**config.mk**
```make
export PLATFORM = sky130hd
export DESIGN_NAME = fetch_stage
export DESIGN_NICKNAME = d
export VERILOG_FILES = /design/src/rtl/fetch_stage.sv
export SDC_FILE = /design/constraint.sdc
export NUM_CORES = 1
export LEC_CHECK = 0
export BUFFER_PORTS_ARGS = -buffer_cell sky130_fd_sc_hd__buf_2
export CAP_MARGIN = 20
export CORE_ASPECT_RATIO = 0.9
export CORE_MARGIN = 2
export CORE_UTILIZATION = 25
export DETAILED_ROUTE_END_ITERATION = 12
export PLACE_DENSITY_LB_ADDON = 0.25
export SKIP_CTS_REPAIR_TIMING = 1
export SYNTH_ARGS = -nofsm -noshare
export SYNTH_HDL_FRONTEND = slang
export SYNTH_SLANG_ARGS = --single-unit
export TNS_END_PERCENT = 30
```
**constraint.sdc**
```tcl
create_clock -name clk -period 3.22 [get_ports clk]
set_clock_uncertainty 0.2 [all_clocks]
set_input_delay 0.644 -clock clk [delete_from_list [all_inputs] [get_ports clk]]
set_output_delay 0.644 -clock clk [all_outputs]
set_load 0.01 [all_outputs]
```
**src/rtl/fetch_stage.sv**
```systemverilog
// Instruction fetch: PC, IR register and return-address stack; one-cycle pc->ir latency.
// Stall holds PC/IR/valid; ret > call > redirect override stall and flush with one bubble.
module fetch_stage #(
   parameter int ADDR_W      = 12,
   parameter int INS_W       = 19,
   parameter int STACK_DEPTH = 8
) (
   input  logic              clk,
   input  logic              rst_n,
   input  logic              stall,
   input  logic              redirect,
   input  logic              call,
   input  logic              ret,
   input  logic [ADDR_W-1:0] target,
   output logic [ADDR_W-1:0] imem_addr,
   input  logic [INS_W-1:0]  imem_data,
   output logic [INS_W-1:0]  ir,
   output logic [ADDR_W-1:0] ir_pc,
   output logic              ir_valid,
   output logic              stack_overflow,
   output logic              stack_underflow
);

   localparam int IDX_W = $clog2(STACK_DEPTH);
   localparam int SP_W  = $clog2(STACK_DEPTH + 1);
   localparam logic [SP_W-1:0] SP_FULL = SP_W'(STACK_DEPTH);

   logic [ADDR_W-1:0] pc_q, pc_d;
   logic [INS_W-1:0]  ir_q, ir_d;
   logic [ADDR_W-1:0] ir_pc_q, ir_pc_d;
   logic              ir_valid_q, ir_valid_d;
   logic [SP_W-1:0]   sp_q, sp_d;
   logic              ovf_q, ovf_d;
   logic              unf_q, unf_d;
   logic [ADDR_W-1:0] stack_q [STACK_DEPTH];

   logic              push_en;
   logic [ADDR_W-1:0] push_dat;
   logic [SP_W-1:0]   sp_m1;

   assign sp_m1 = sp_q - 1'b1;

   always_comb begin
      pc_d       = pc_q;
      ir_d       = ir_q;
      ir_pc_d    = ir_pc_q;
      ir_valid_d = ir_valid_q;
      sp_d       = sp_q;
      ovf_d      = ovf_q;
      unf_d      = unf_q;
      push_en    = 1'b0;
      push_dat   = ir_pc_q + 1'b1;
      if (ret) begin
         ir_valid_d = 1'b0;
         if (sp_q != '0) begin
            pc_d = stack_q[sp_m1[IDX_W-1:0]];
            sp_d = sp_m1;
         end else begin
            pc_d  = '0;
            unf_d = 1'b1;
         end
      end else if (call) begin
         ir_valid_d = 1'b0;
         pc_d       = target;
         if (sp_q != SP_FULL) begin
            push_en = 1'b1;
            sp_d    = sp_q + 1'b1;
         end else begin
            ovf_d = 1'b1;
         end
      end else if (redirect) begin
         ir_valid_d = 1'b0;
         pc_d       = target;
      end else if (!stall) begin
         ir_d       = imem_data;
         ir_pc_d    = pc_q;
         ir_valid_d = 1'b1;
         pc_d       = pc_q + 1'b1;
      end
   end

   always_ff @(posedge clk or negedge rst_n) begin
      if (!rst_n) begin
         pc_q       <= '0;
         ir_q       <= '0;
         ir_pc_q    <= '0;
         ir_valid_q <= 1'b0;
         sp_q       <= '0;
         ovf_q      <= 1'b0;
         unf_q      <= 1'b0;
      end else begin
         pc_q       <= pc_d;
         ir_q       <= ir_d;
         ir_pc_q    <= ir_pc_d;
         ir_valid_q <= ir_valid_d;
         sp_q       <= sp_d;
         ovf_q      <= ovf_d;
         unf_q      <= unf_d;
      end
   end

   // Stack contents are meaningless while sp counts them invalid, so no reset here.
   always_ff @(posedge clk) begin
      if (push_en) begin
         stack_q[sp_q[IDX_W-1:0]] <= push_dat;
      end
   end

   assign imem_addr       = pc_q;
   assign ir              = ir_q;
   assign ir_pc           = ir_pc_q;
   assign ir_valid        = ir_valid_q;
   assign stack_overflow  = ovf_q;
   assign stack_underflow = unf_q;

endmodule
```
==> impl_metrics.json <==
{
  "clk_latency_ps": 420,
  "fin_cells": 801,
  "grt_remaining_overflow": 0,
  "synth_nets": 420,
  "relSlewSlack": 0.458,
  "cp_max_fo": 8,
  "setup_tns_ps": 0,
  "ys_types": 49,
  "rsz0062_at_grt": "false",
  "final_util": 0.314,
  "via_count": 3632,
  "io_buffers": 82,
  "min_period_over_period": 0.801,
  "clock.fmax_mhz": 388,
  "drt_iter0_drc": 248,
  "final_cell_mix": "edfxtp_1 (96), buf_2 (82), dfrtp_1 (50), nor2_1 (29), mux2_1 (29)",
  "wl_um": 15500,
  "finalNetCount": 521,
  "firstDrtPassIters": 5,
  "area_growth_pct": 23.1,
  "synth_edf_count": 96,
  "antenna_found_initial": 0,
  "p_per_area_nw_per_um2": 975,
  "syn-mean-instance-area_um2": 16.4,
  "chipWidth_um": 170,
  "layout_commonest_cell": "edfxtp_1",
  "critical_path_class": "reg2reg",
  "antenna_cells": 0,
  "htreeDepth": 4,
  "hold_viol_final": 0,
  "rows": 54,
  "ys_seq_area_frac": 0.666,
  "hold_class": "in2async",
  "rr_startpoint": "sp_q[1]",
  "start_kind": "flip-flop",
  "grt_pass1_wl_um": 23600,
  "endpoint": "imem_addr[10]",
  "layout-drive-gt1-share": 0.335,
  "min_period_ps": 2580,
  "clock_sinks": 146,
  "place_area_um2": 7020,
  "syn_inst": 379,
  "rr_endpoint": "imem_addr[10]",
  "setup_viol": 0,
  "clkTransAtPathRegs_ps": 60,
  "finish.instance_area_um2": 7640,
  "ys_async_sr_fraction": 0.342,
  "place_inst": 769,
  "die-area_um2": 26100,
  "numCtsBuffers": 17,
  "yosysWarnings": 0,
  "initial_core_util": 0.255,
  "hold_slack_ps": 109,
  "synth-main-ff-cell": "edfxtp_1",
  "tightestPinTransition_ps": 812,
  "p_leak_nw": 2.92,
  "synth_area_um2": 6210,
  "crit_path_start": "sp_q[1]",
  "cap_violations": 0,
  "ios": 83,
  "place_hpwl_um": 10900,
  "cts_tree": "yes",
  "chipHeight_um": 153,
  "grt_pass1_vias": 3741,
  "remaining_drc_errors": 0,
  "core_um2": 24300,
  "via_per_inst": 4.53,
  "crit_arrival_ps": 2690,
  "grt_use_total": 0.124,
  "gp_congestion": 0.771,
  "worst_setup_path_end_kind": "flip-flop",
  "ir_drop_mv": 0.419,
  "ctsRootBufferMaster": "clkbuf_16",
  "ctsLongestPathBuffers": 2,
  "r2r.worst_path.cells": 6,
  "status": "finished, final reports clean",
  "crit_required_ps": 3330,
  "ant_nets": 0,
  "grt_max_degree": 34,
  "drv_slew": 0,
  "ys_ff_latch": 146,
  "r2r_slack_ps": 640,
  "wl_per_cell_um": 19.4
}
## cell type report
type	count	area, um^2
inverters	8	32.5
clock inverters	14	188
well taps	308	385
clock buffers	18	429
flip-flops and latches	146	4130
fillers	2404	16700
repair buffers	101	566
multi-input cells	206	1910
## registers in the layout, summed over array words and instances (netlist names)
name and flops:
stack_underflow 1, ir_pc 12, imem_addr 12, ir 19, sp_q 4, stack_overflow 1, ir_valid 1, stack_q 96
## synth_stat cells (2+ instances only)
| cell | n | area (um^2) |
|---|---|---|
| and3_1 | 4 | 25.0 |
| ha_1 | 4 | 50.1 |
| o21a_1 | 2 | 15.0 |
| edfxtp_1 | 96 | 2880 |
| nand2_1 | 17 | 63.8 |
| nor4_2 | 2 | 25.0 |
| a31oi_1 | 3 | 18.8 |
| o21ai_1 | 2 | 10.0 |
| nand4b_1 | 2 | 17.5 |
| o32ai_1 | 6 | 52.6 |
| buf_4 | 4 | 30.0 |
| a21oi_1 | 5 | 25.0 |
| clkbuf_1 | 5 | 18.8 |
| xor2_1 | 13 | 114 |
| nand3_1 | 10 | 50.1 |
| nor2_1 | 29 | 109 |
| mux4_2 | 22 | 495 |
| mux2_1 | 29 | 327 |
| buf_6 | 4 | 45.0 |
| dfrtp_1 | 50 | 1250 |
| clkbuf_8 | 2 | 27.5 |
| buf_2 | 3 | 15.0 |
| o22ai_1 | 3 | 18.8 |
| mux2i_1 | 13 | 130 |
| nor3_1 | 6 | 30.0 |
| inv_1 | 6 | 22.5 |
| nand4_1 | 3 | 18.8 |
| xnor2_1 | 12 | 105 |
| nand2b_1 | 2 | 12.5 |
## power by group
group          total (mW)  internal (mW)  switching (mW)  leakage, nW
clock                2.04           1.18           0.852        0.302
sequential           2.97           2.57           0.402         1.47
combinational        2.44           1.06            1.38         1.15
## cell families (layout without fill, tap and decap cells)
logic type      count (synthesis)  count (layout)  synth area share
buf+inv                        27             141            0.0286
mux                            65              65             0.158
flops                         146             146             0.666
compound gates                 29              29            0.0331
simple gates                   82              82            0.0669
fa+ha+maj                       4               4           0.00806
xor+xnor                       26              26            0.0397
## worst min path at each step
stage	startpoint	to	slack, ps	cells after the start
after floorplan	rst_n	imem_addr[0]	150	0
after global placement	stack_overflow	stack_overflow	250	2
after detailed placement	ir[1]	ir[1]	270	1
after CTS	rst_n	ir[3]	130	1
after global routing	rst_n	ir[0]	140	1
final	rst_n	ir[3]	110	1
## metrics by stage
stage	setup WS [ps]	power, mW
final	642	7.45
after floorplan	333	4.54
after CTS	631	7.54
after global routing	524	7.84
after global placement	686	5.44
after detailed placement	647	5.47
## worst max-delay path, cell delays in order (launching register included)
cell,delay (ps)
dfrtp_1,460
inv_1,150
ha_1,370
xor2_4,360
mux4_2,540
nor3b_2,160
a211o_1,230
## layer usage
metal	global-route usage	part of all wire
met1	0.172	0.48
met2	0.185	0.45
met3	0.0368	0.060
met4	0.0411	0.0073
met5	0	0
No activity file was read; power rests on OpenSTA's default activity.
